===== config.mk =====
export PLATFORM = sky130hd
export DESIGN_NAME = buffer_push_arbiter
export DESIGN_NICKNAME = d
export VERILOG_FILES = /design/src/rtl/buffer_push_arbiter.sv
export SDC_FILE = /design/constraint.sdc
export NUM_CORES = 1
export LEC_CHECK = 0
export ABC_AREA = 1
export ABC_CLOCK_PERIOD_IN_PS = 4400
export CAP_MARGIN = 20
export CELL_PAD_IN_SITES_DETAIL_PLACEMENT = 1
export CELL_PAD_IN_SITES_GLOBAL_PLACEMENT = 1
export CORE_MARGIN = 1.5
export CORE_UTILIZATION = 34
export CTS_CLUSTER_DIAMETER = 80
export DETAILED_ROUTE_END_ITERATION = 7
export PLACE_DENSITY = 0.85
export SLEW_MARGIN = 25
export SYNTH_ARGS = -nofsm -noshare
export SYNTH_HDL_FRONTEND = slang
export SYNTH_SLANG_ARGS = --single-unit
export TNS_END_PERCENT = 10

===== constraint.sdc =====
create_clock -name clk -period 4.4 [get_ports clk]
set_input_delay 1.32 -clock clk [delete_from_list [all_inputs] [get_ports clk]]
set_output_delay 1.32 -clock clk [all_outputs]
set_load 0.05 [all_outputs]

===== src/rtl/buffer_push_arbiter.sv =====
// Round-robin push arbiter and pop forwarder for one shared FIFO/FILO buffer.
// Tracks occupancy so the buffer is never overfilled or underrun, and can drain it on a flush.
module buffer_push_arbiter #(
    parameter int DATA_WIDTH = 8,
    parameter int DEPTH      = 8,
    parameter int NUM_REQ    = 4
) (
    input  logic                             clk,
    input  logic                             rst,
    input  logic [NUM_REQ-1:0]               req_valid,
    input  logic [NUM_REQ*DATA_WIDTH-1:0]    req_data,
    output logic [NUM_REQ-1:0]               req_ready,
    input  logic                             pop_req,
    output logic                             pop_ack,
    input  logic                             flush,
    output logic                             buf_push,
    output logic                             buf_pop,
    output logic [DATA_WIDTH-1:0]            buf_wdata,
    output logic [$clog2(NUM_REQ)-1:0]       grant_id,
    output logic [$clog2(DEPTH):0]           count,
    output logic                             full,
    output logic                             empty,
    output logic                             busy
);
    localparam int IW = $clog2(NUM_REQ);
    localparam int CW = $clog2(DEPTH) + 1;

    localparam logic RUN   = 1'b0;
    localparam logic FLUSH = 1'b1;

    logic                  state_q, state_d;
    logic [CW-1:0]         count_q, count_d;
    logic [IW-1:0]         rr_ptr_q, rr_ptr_d;
    logic [IW-1:0]         grant_id_q, grant_id_d;
    logic                  buf_push_q, buf_push_d;
    logic                  buf_pop_q, buf_pop_d;
    logic [DATA_WIDTH-1:0] buf_wdata_q, buf_wdata_d;

    logic                  found;
    logic [IW-1:0]         winner;
    logic [DATA_WIDTH-1:0] win_data;
    logic                  in_run, flush_go, accept_ok, push_acc, pop_acc;

    function automatic int rr_idx(input int base, input int k);
        int s;
        s = base + k;
        return (s >= NUM_REQ) ? s - NUM_REQ : s;
    endfunction

    // First valid producer at or after rr_ptr, wrapping.
    always_comb begin
        found    = 1'b0;
        winner   = '0;
        win_data = '0;
        for (int k = 0; k < NUM_REQ; k++) begin
            if (!found && req_valid[rr_idx(int'(rr_ptr_q), k)]) begin
                found    = 1'b1;
                winner   = IW'(rr_idx(int'(rr_ptr_q), k));
                win_data = req_data[rr_idx(int'(rr_ptr_q), k)*DATA_WIDTH +: DATA_WIDTH];
            end
        end
    end

    assign full  = (count_q == CW'(DEPTH));
    assign empty = (count_q == '0);

    // A flush of an already-empty buffer is a no-op and does not block traffic.
    always_comb begin
        in_run    = (state_q == RUN);
        flush_go  = in_run && flush && !empty;
        accept_ok = in_run && !flush_go && !rst;
        push_acc  = accept_ok && found && !full;
        pop_acc   = accept_ok && pop_req && !empty;
        req_ready = '0;
        if (push_acc) req_ready[winner] = 1'b1;
    end

    always_comb begin
        state_d     = state_q;
        count_d     = count_q;
        rr_ptr_d    = rr_ptr_q;
        grant_id_d  = grant_id_q;
        buf_push_d  = push_acc;
        buf_pop_d   = pop_acc;
        buf_wdata_d = push_acc ? win_data : buf_wdata_q;
        if (push_acc) begin
            grant_id_d = winner;
            rr_ptr_d   = (winner == IW'(NUM_REQ-1)) ? '0 : winner + IW'(1);
        end
        if (in_run) begin
            count_d = count_q + CW'(push_acc) - CW'(pop_acc);
            if (flush_go) state_d = FLUSH;
        end else if (!empty) begin
            buf_pop_d = 1'b1;
            count_d   = count_q - CW'(1);
            if (count_q == CW'(1)) state_d = RUN;
        end else begin
            state_d = RUN;
        end
    end

    always_ff @(posedge clk or posedge rst) begin
        if (rst) begin
            state_q     <= RUN;
            count_q     <= '0;
            rr_ptr_q    <= '0;
            grant_id_q  <= '0;
            buf_push_q  <= 1'b0;
            buf_pop_q   <= 1'b0;
            buf_wdata_q <= '0;
        end else begin
            state_q     <= state_d;
            count_q     <= count_d;
            rr_ptr_q    <= rr_ptr_d;
            grant_id_q  <= grant_id_d;
            buf_push_q  <= buf_push_d;
            buf_pop_q   <= buf_pop_d;
            buf_wdata_q <= buf_wdata_d;
        end
    end

    assign pop_ack   = pop_acc;
    assign buf_push  = buf_push_q;
    assign buf_pop   = buf_pop_q;
    assign buf_wdata = buf_wdata_q;
    assign grant_id  = grant_id_q;
    assign count     = count_q;
    assign busy      = (state_q == FLUSH);
endmodule


==> metrics.txt <==
CTS tree yes; dpl cells 625; largest net degree at the start of global routing 66; endpoint type of the worst setup path flop; Final Power 3260 uW; Critical Path AT 4.50 ns; Final Setup Violations 0; Worst VDD drop 0.4423 mV; via count of the first global-routing pass 3628; Initial Util 35.65%; Seq cells post-synth 19; row count 31; Worst-path clk slew 0.09 ns; share of the synthesized area in the top cell type 24.57%; max frequency 231.3 MHz; Die Span Y 90.91 um; Hold Path Class flop to flop; clock buffer depth 2; Final Slew Violations 0; slew at the pin closest to its max-slew limit 0.7718 ns; Unique masters post-synth 30; Power Density 883.2 mW/mm2; post-route antenna net violation count 0; DRT iter0 DRCs 152; Synth Net Count 525; P&R area growth vs syn 40.48%; Clk Tree Root Cell clkbuf_8; launch point of the worst path req_valid[3]; Fin Hold WS 0.4913 ns; Post-route DRC 0; gp weighted congestion 0.8458; reg2reg end grant_id[0]; vias per cell 5.210; initial antenna violation count 0; CP endpoint grant_id[0]; die area 0.008265 mm2; IO Pins 64; Post-Route WL 10820 um; H-tree depth 1; die width 90.91 um; source of the worst register-to-register timing path rr_ptr_q[1]; floorplan core area 0.007370 mm2; Synthesis Warnings 0; outcome finished clean; Clock Skews 0.008373 ns; Finished Cell Area 0.003691 mm2; startpoint types input pin; gr ovfl total 0; Layout Nets 609; max cap viols 0; Num CTS Buffers 3; Buffers on Ports 63; Cell Count, Final, Fillers Out 649; min Tclk post-route 4.324 ns; clock sink total 19; Mapped Area 0.002628 mm2; clk_lat worst skew 0.28 ns; overall via count from detail_route 3381; WP data required 4.57 ns; Static Leak 0.002030 uW; critical path class input pin to flop; GRT Overall Usage 26.58%; sequential cell area fraction in the yosys report 18.10%; wire per inst 16.67 um; hold buffers post-CTS 0; cell taking the most area after synthesis nand2_1; Synth Instances 467; Max-slew headroom 48.36%; largest cells by area after synthesis nand2_1 25%, dfrtp_1 18%, nand3_1 13%; crit share post-route 98.27%; synthesized area per cell 5.626 um2; R2R cell count 27; placed cell area 0.003451 mm2; worst-path maximum fanout 4; dpl hpwl 7027 um; reg2reg setup slack 0.38 ns; final hold vios 0; layout cell share with drive strength beyond 1 14.00%; Detailed Routing Iterations Pass 1 4; first-pass GRT wire length 17700 um; Antenna Diode Count 0
[worst min-delay path by stage]
| stage | startpoint | to | cells past startpoint |
|---|---|---|---|
| final | buf_wdata[5] | buf_wdata[5] | 2 |
| after global routing | buf_wdata[3] | buf_wdata[3] | 2 |
| after CTS | buf_wdata[2] | buf_wdata[2] | 2 |
| after detailed placement | buf_wdata[2] | buf_wdata[2] | 2 |
| after global placement | buf_wdata[4] | buf_wdata[4] | 2 |
| after floorplan | buf_wdata[0] | buf_wdata[0] | 2 |
[area by class of cell]
type	count	area, um2
flip-flops and latches	19	476.7
well taps	99	123.9
clock inverters	1	5.005
inverters	71	266.5
repair buffers	101	957.2
multi-input cells	355	1821
clock buffers	3	41.29
fillers	1020	3679
[power breakdown]
| part | leakage [uW] | switching (uW) | internal [uW] |
|---|---|---|---|
| registers | 0.000233 | 65.3 | 255 |
| logic | 0.00177 | 1780 | 1020 |
| clock network | 0.0000255 | 71.4 | 63.5 |
| total | 0.00203 | 1920 | 1340 |
[flip-flops by register name, summed over array words and instances, names as in the netlist]
signal and count:
buf_pop 1, busy 1, rr_ptr_q 2, grant_id 2, count 4, buf_wdata 8
buf_push 1
[layer usage]
metal | share of wire (%) | global-route usage (%)
met1 | 41 | 29.69
met2 | 51 | 49.44
met3 | 3.1 | 3.283
met4 | 4.3 | 12.63
met5 | 0 | 0
[stage by stage]
| step | util, % | setup TNS (ns) | setup slack, ns |
|---|---|---|---|
| 2_1_floorplan | - | 0 | 0.008009 |
| 3_3_place_gp | 46.83 | -0.3184 | -0.09090 |
| 3_5_place_dp | 46.83 | -0.9026 | -0.2427 |
| 4_1_cts | 49.73 | 0 | 0.1641 |
| 5_1_grt | 50.08 | -0.03187 | -0.02955 |
| 6_report | 50.08 | 0 | 0.07633 |
[cells in the final DEF (no fill, tap or decap), types with 3 or more instances in the layout]
master,instances
nand4_1,9
xor2_1,3
o21ai_0,29
a21oi_1,11
nand2_1,168
ha_1,17
buf_12,5
nor2_1,23
nand3_1,65
inv_1,65
clkbuf_8,3
buf_4,38
nand3_2,3
nand2_2,9
dfrtp_1,18
clkdlybuf4s50_1,54
inv_2,6
dlygate4sd2_1,3
[critical path: stages]
cell,delay (ns)
dlygate4sd2_1,0.25
inv_1,0.07
nand2_2,0.09
nand3_4,0.10
nand2_4,0.13
inv_1,0.05
o21ai_1,0.07
nand2_1,0.11
buf_4,0.16
buf_4,0.12
buf_4,0.12
buf_4,0.12
buf_4,0.13
buf_4,0.13
buf_4,0.12
buf_4,0.12
buf_4,0.13
buf_4,0.12
buf_4,0.13
buf_4,0.13
buf_4,0.12
buf_4,0.12
buf_4,0.12
buf_4,0.13
nand2_2,0.07
nand2_1,0.08
nand2_1,0.09
inv_1,0.05
[cells in the mapped netlist (all sizes together)]
cell type  count
dfrtp         19
xnor2          1
clkbuf         5
buf           17
xor2           3
o21ai         30
inv           71
o211ai         2
nand4          9
nand2        179
fa             1
ha            17
a21oi         11
nand3         69
o21bai         1
a22oi          1
o31ai          1
nor3           1
nand3b         1
nor2          28
[timing repair]
action	CTS	global route
endpoints found under the setup margin	4	3
pin swaps	9	3
gates resized for setup	17	6
buffers inserted	18	2
[cell families after synthesis]
group / after synthesis / share of synthesized area (%)
and+or+nand+nor: 287 / 47.67
AOI/OAI and AO/OA: 46 / 9.238
buffers and inverters: 93 / 14.81
adders and majority gates: 18 / 8.857
DFF: 19 / 18.10
xor gates and xnor gates: 4 / 1.334
(Power assumes the default switching activity.)
